--- config.mk ---
export PLATFORM = sky130hd
export DESIGN_NAME = counter_cmd_sched
export DESIGN_NICKNAME = d
export VERILOG_FILES = /design/src/rtl/counter_cmd_sched.sv
export SDC_FILE = /design/constraint.sdc
export NUM_CORES = 1
export LEC_CHECK = 0
export ABC_AREA = 1
export ABC_CLOCK_PERIOD_IN_PS = 4300
export CORE_ASPECT_RATIO = 1.75
export CORE_MARGIN = 2
export CORE_UTILIZATION = 25
export DETAILED_ROUTE_END_ITERATION = 10
export PLACE_DENSITY_LB_ADDON = 0.3
export SYNTH_ARGS = -nofsm -noshare
export SYNTH_HDL_FRONTEND = slang
export SYNTH_SLANG_ARGS = --single-unit
--- constraint.sdc ---
create_clock -name clk -period 4.3 [get_ports clk]
set_input_delay 0.43 -clock clk [delete_from_list [all_inputs] [get_ports clk]]
set_output_delay 0.43 -clock clk [all_outputs]
set_load 0.005 [all_outputs]
--- src/rtl/counter_cmd_sched.sv ---
// counter_cmd_sched: shares one external up/down counter between two requesters.
// Each requester issues UP/DOWN N steps, LOAD value or CLEAR. Ties are arbitrated
// round-robin. The block sequences the counter's hold/up_down/load controls and
// reports the counter value and the served requester when a command completes.
//
// Ports:
//   clk, rst                  clock, asynchronous active-high reset
//   reqX_valid/op/steps/data  command from requester X (op: 00 UP, 01 DOWN, 10 LOAD, 11 CLEAR)
//   reqX_ready                command from requester X accepted this cycle
//   cnt_value                 current counter value from the datapath
//   cnt_hold/up_down/load     counter controls, cnt_load_val is the load value
//   busy                      a command is in progress
//   done, done_id, result     completion pulse, served requester, captured counter value
module counter_cmd_sched #(
    parameter int unsigned WIDTH = 32,
    parameter int unsigned STEPW = 8
) (
    input  logic             clk,
    input  logic             rst,
    input  logic             req0_valid,
    input  logic [1:0]       req0_op,
    input  logic [STEPW-1:0] req0_steps,
    input  logic [WIDTH-1:0] req0_data,
    output logic             req0_ready,
    input  logic             req1_valid,
    input  logic [1:0]       req1_op,
    input  logic [STEPW-1:0] req1_steps,
    input  logic [WIDTH-1:0] req1_data,
    output logic             req1_ready,
    input  logic [WIDTH-1:0] cnt_value,
    output logic             cnt_hold,
    output logic             cnt_up_down,
    output logic             cnt_load,
    output logic [WIDTH-1:0] cnt_load_val,
    output logic             busy,
    output logic             done,
    output logic             done_id,
    output logic [WIDTH-1:0] result
);

    localparam logic [1:0] OpUp   = 2'b00;
    localparam logic [1:0] OpLoad = 2'b10;

    typedef enum logic [1:0] {StIdle, StRun, StDone} state_e;

    state_e             state_q, state_d;
    logic [1:0]         op_q, op_d;
    logic [STEPW-1:0]   rem_q, rem_d;
    logic [WIDTH-1:0]   data_q, data_d;
    logic               id_q, id_d;
    logic               last_q, last_d;
    logic               up_down_q, up_down_d;
    logic               done_q, done_d;
    logic               done_id_q, done_id_d;
    logic [WIDTH-1:0]   result_q, result_d;

    logic               grant0, grant1;
    logic [1:0]         sel_op;
    logic [STEPW-1:0]   sel_steps;

    always_comb begin
        // A lone valid wins; on a tie the requester not served last wins.
        grant0 = req0_valid && (!req1_valid || last_q);
        grant1 = req1_valid && (!req0_valid || !last_q);
        req0_ready = (state_q == StIdle) && grant0 && !rst;
        req1_ready = (state_q == StIdle) && grant1 && !rst;

        sel_op    = req1_ready ? req1_op : req0_op;
        sel_steps = req1_ready ? req1_steps : req0_steps;

        state_d      = state_q;
        op_d         = op_q;
        rem_d        = rem_q;
        data_d       = data_q;
        id_d         = id_q;
        last_d       = last_q;
        up_down_d    = up_down_q;
        done_d       = 1'b0;
        done_id_d    = done_id_q;
        result_d     = result_q;
        cnt_hold     = 1'b1;
        cnt_load     = 1'b0;
        cnt_load_val = '0;
        cnt_up_down  = up_down_q;

        case (state_q)
            StIdle: begin
                if (req0_ready || req1_ready) begin
                    id_d   = req1_ready;
                    last_d = req1_ready;
                    op_d   = sel_op;
                    rem_d  = sel_steps;
                    data_d = req1_ready ? req1_data : req0_data;
                    // A zero-step count has nothing to run.
                    if (!sel_op[1] && (sel_steps == '0)) begin
                        state_d = StDone;
                    end else begin
                        state_d = StRun;
                    end
                end
            end
            StRun: begin
                if (!op_q[1]) begin
                    cnt_hold    = 1'b0;
                    cnt_up_down = (op_q == OpUp);
                    up_down_d   = (op_q == OpUp);
                    rem_d       = rem_q - STEPW'(1);
                    if (rem_q == STEPW'(1)) begin
                        state_d = StDone;
                    end
                end else begin
                    cnt_load     = 1'b1;
                    cnt_load_val = (op_q == OpLoad) ? data_q : '0;
                    state_d      = StDone;
                end
            end
            StDone: begin
                result_d  = cnt_value;
                done_id_d = id_q;
                done_d    = 1'b1;
                state_d   = StIdle;
            end
            default: begin
                state_d = StIdle;
            end
        endcase
    end

    always_ff @(posedge clk or posedge rst) begin
        if (rst) begin
            state_q   <= StIdle;
            op_q      <= 2'b00;
            rem_q     <= '0;
            data_q    <= '0;
            id_q      <= 1'b0;
            last_q    <= 1'b1;
            up_down_q <= 1'b1;
            done_q    <= 1'b0;
            done_id_q <= 1'b0;
            result_q  <= '0;
        end else begin
            state_q   <= state_d;
            op_q      <= op_d;
            rem_q     <= rem_d;
            data_q    <= data_d;
            id_q      <= id_d;
            last_q    <= last_d;
            up_down_q <= up_down_d;
            done_q    <= done_d;
            done_id_q <= done_id_d;
            result_q  <= result_d;
        end
    end

    assign busy    = (state_q != StIdle);
    assign done    = done_q;
    assign done_id = done_id_q;
    assign result  = result_q;

endmodule
After elaboration in Yosys (flattened, before gate mapping)
Index checks and enable logic that the tools add are counted.

storage, ports and cells
  register bits after elaboration = 81
  input port bits = 120
  output and inout bits = 72
  word-level logic and storage cells = 61

cells by class
  $add $sub $neg = 1
  equal/unequal tests = 7
  mux-type cells = 20
  reductions and logical operators = 23

operators with widths
  kind                                                    number
  two-way mux 32 bit                                      4
  two-way mux 8 bit                                       3
  case mux 8 bit (2 select lines)                         1
  two-way mux 2 bit                                       5
  == test 8 x 1 -> 1 bit (second input constant)          1
  logical NOT 8 bit                                       1
  subtractor 8 x 1 -> 8 bit (second input constant)       1
  logical AND 1 bit                                       7
  two-way mux 1 bit                                       6
  logical NOT 1 bit                                       5
  == test 2 bit (second input constant)                   2
  logical NOT 2 bit                                       2
  case mux 2 bit (2 select lines)                         1
  AND reduction 2 bit                                     2
  nonzero test 2 bit                                      2
  logical OR 1 bit                                        3
  inequality test 3 bit (second input constant)           1
  AND reduction 3 bit                                     1
  == test 2 x 1 -> 1 bit (second input constant)          1
  inequality test 2 x 1 -> 1 bit (second input constant)  1
  inequality test 2 bit (second input constant)           1

Logic depth before layout (Yosys ltp)
  depth in word-level cells = 11
  depth in mapped cells = 11
  depth with buffers taken out = 10

Worst setup path after synthesis
Ideal clock, no wire load.

  path kind = reg2out
  start = reg op_q[1]
  end = out cnt_load_val[0]
  data arrival time = 1121 ps
  data required time = 3870 ps
  slack = 2749 ps
  cell stages (with the launch flop) = 6
  buffers on the path = 2
  cell sequence = dfrtp_1 -> inv_1 -> or2_2 -> clkbuf_1 -> clkbuf_1 -> nor2_1

on the way
  word-level cells in the longest chain between the ends = 4

RTL lines
  element                 line  RTL
  from (decl)             47    logic [1:0] op_q, op_d;
  from (signal assigned)  143   op_q <= op_d;
  == test 2 bit           113   cnt_load_val = (op_q == OpLoad) ? data_q : '0;
  two-way mux 32 bit      113
  two-way mux 32 bit (*)  103   if (!op_q[1]) begin
  two-way mux 32 bit (*)  86    case (state_q)
  to (decl)               34    output logic [WIDTH-1:0] cnt_load_val,

Mark *: on every way between the ends. The rest lies on a longest branch, timed or not.

Final worst setup path
  start = reg state_q[0]
  end = out cnt_up_down

on the way
  word-level cells in the longest chain between the ends = 2

RTL lines
  element                 line  RTL
  from (decl)             46    state_e state_q, state_d;
  from (signal assigned)  131   state_q <= StIdle;
  from (signal assigned)  142   state_q <= state_d;
  == test 2 x 1 -> 1 bit  86
  two-way mux 1 bit       -
  to (decl)               32    output logic cnt_up_down,

Every way passes these cells.

==> results.sh <==
export IMPL_final_cells=919
export IMPL_via_per_inst=4.45
export IMPL_finalCritPeriodShare_pct=69.7
export IMPL_fin_crit_ns=3.00
export IMPL_gp_congestion=0.799
export IMPL_hp_class="register to register"
export IMPL_post_dp_hpwl_um=9230
export IMPL_ant_nets=0
export IMPL_fp_row_count=61
export IMPL_fin_hold_ws_ns=0.469
export IMPL_hold_buffers=0
export IMPL_clkLatencyLatePin_ns=0.33
export IMPL_max_freq_ghz=0.334
export IMPL_cts_setup_buffers=0
export IMPL_num_antenna_cells=0
export IMPL_numPortBuffers=191
export IMPL_grt_max_degree=67
export IMPL_slew_headroom_pct=32.8
export IMPL_die_y_um=172
export IMPL_final_common_cell="nand2_1"
export IMPL_clkTransAtPathRegs_ns=0.06
export IMPL_maxCapViolations=0
export IMPL_ys_ff_latch=81
export IMPL_yosysUniqueCellTypes=29
export IMPL_die_area_um2=17200
export IMPL_status="complete, no violations"
export IMPL_placeableCoreArea_um2=15900
export IMPL_syn_nets=672
export IMPL_rsz0062_at_grt="no"
export IMPL_ios=192
export IMPL_cts_made_buffers=9
export IMPL_grt_pass1_wl_um=20300
export IMPL_end_kind="output pin"
export IMPL_antenna_found_initial=0
export IMPL_grt_pass1_vias=4126
export IMPL_worst_pin_slew_ns=1.01
export IMPL_cts_max_level=3
export IMPL_via_count=4093
export IMPL_drt_iter0_markers=175
export IMPL_drive_above_1_share_pct=5.07
export IMPL_syn_inst=550
export IMPL_hold_viol=0
export IMPL_cp_start_kind="register"
export IMPL_die_w_um=100
export IMPL_grt_overflow_total=0
export IMPL_clock_skew_ns=0.00657
export IMPL_setup_tns_ns=0
export IMPL_tritoncts="built"
export IMPL_wl_um=12800
export IMPL_cp_max_fo=42
export IMPL_cts_resized_gates=0
export IMPL_nets=847
export IMPL_maxSlewViolCount=0
export IMPL_syn_avg_cell_area_um2=7.35
export IMPL_worst_slack_ns=1.30
export IMPL_dr_pass1_iters=4
export IMPL_p_leak_nw=2.86
export IMPL_clock_path_buffers=2
export IMPL_layout_common_cells="245 x nand2_1, 191 x clkdlybuf4s50_1, 79 x dfrtp_1"
export IMPL_pre_cts_ws_ns=1.39
export IMPL_cts_root_buffer="clkbuf_16"
export IMPL_setup_viol=0
export IMPL_post_drt_wl_per_cell_um=13.9
export IMPL_start_util_pct=25.5
export IMPL_cts_sinks=81
export IMPL_ys_seq_area_share_pct=50.2
export IMPL_vdd_ir_drop_max_v=0.000198
export IMPL_groute_usage_overall_pct=15.1
export IMPL_yosys_warnings=0
export IMPL_cp_data_required_time_ns=3.87
export IMPL_post_place_cells=903
export IMPL_setup_worst_path_class="register to output pin"
export IMPL_syn_to_final_growth_pct=57.5
export IMPL_netlist_area_um2=4040
export IMPL_powerDensity_nw_per_um2=593
export IMPL_route_detailed_drc=0
export IMPL_critPathArrivalTime_ns=2.57
==> synthesized netlist by cell type <==
cell,count,area [um2]
o31ai_1,1,7.51
ha_1,2,25.0
nand2_1,245,920
o211ai_1,3,22.5
o21ai_1,6,30.0
dfrtp_1,79,1980
nor2_4,2,22.5
a21boi_0,1,7.51
inv_4,1,6.26
nor2_1,77,289
buf_6,3,33.8
nand3_4,1,17.5
clkinv_1,1,3.75
clkbuf_1,17,63.8
nand4_1,5,31.3
or2_2,1,6.26
xor2_1,1,8.76
a31oi_1,33,206
nand2_2,1,6.26
o21ai_0,11,55.1
buf_2,8,40.0
a21oi_1,5,25.0
inv_1,28,105
dfstp_2,2,52.6
nor2_2,3,18.8
inv_2,4,15.0
nand3_1,6,30.0
buf_1,2,7.51
buf_4,1,7.51
==> registers in the layout, summed over array words and instances (netlist names) <==
name       count
data_q        32
result        32
rem_q          8
op_q           2
state_q        2
done           1
done_id        1
id_q           1
last_q         1
up_down_q      1
==> power breakdown <==
| group | total (W) | internal, W | switching, W |
|---|---|---|---|
| clock | 0.000748 | 0.000415 | 0.000333 |
| combinational | 0.00168 | 0.000803 | 0.000876 |
| sequential | 0.00135 | 0.00115 | 0.000200 |
| total | 0.00377 | 0.00236 | 0.00141 |
==> worst max-delay path, cell delays in order (launching register included) <==
cell,delay [ns]
dfrtp_1,0.41
inv_1,0.09
nor2_4,0.07
buf_4,0.40
inv_2,0.22
nor2_2,0.16
inv_2,0.07
o21ai_0,0.21
clkdlybuf4s50_1,0.60
==> area by class of cell <==
cell class	count	area (um2)
clock inverter	6	48.8
inverter	34	131
multi-input combinational	404	1740
sequential	81	2030
tap	189	236
clock buffer	10	239
timing repair buffer	195	1940
fill	1662	9510
==> worst paths after layout <==
| kind | startpoint | endpoint | slack [ns] | depth (start not counted) |
|---|---|---|---|---|
| hold reg to reg | result[24] | result[24] | 0.47 | 2 |
| setup / recovery | state_q[0] | cnt_up_down | 1.30 | 8 |
| max in group asynchronous | rst | data_q[23] | 2.66 | 3 |
| setup reg to reg | state_q[1] | data_q[19] | 1.92 | 6 |
| min in group asynchronous | rst | data_q[28] | 0.67 | 2 |
| hold / removal | result[24] | result[24] | 0.47 | 2 |
==> layer usage <==
metal / global-route usage [%] / share of wire [%]
met2: 26.8 / 52
met1: 17.2 / 38
met4: 6.43 / 2.8
met3: 3.80 / 6.8
met5: 0 / 0
==> kinds of logic after synthesis <==
family | Yosys count | synth area share, %
simple gates | 341 | 33.2
flops | 81 | 50.2
buf+inv | 65 | 7.00
compound gates | 60 | 8.76
fa+ha+maj | 2 | 0.619
xor+xnor | 1 | 0.217
==> through the flow <==
| stage | total power, W | area, um2 | utilization, % |
|---|---|---|---|
| after detailed placement | 0.00308 | 6080 | 38.3 |
| after floorplan | 0.00228 | 4040 | - |
| after global routing | 0.00413 | 6360 | 40.1 |
| after CTS | 0.00384 | 6360 | 40.1 |
| final | 0.00377 | 6360 | 40.1 |
| after global placement | 0.00305 | 6080 | 38.3 |
(Power assumes the default switching activity.)
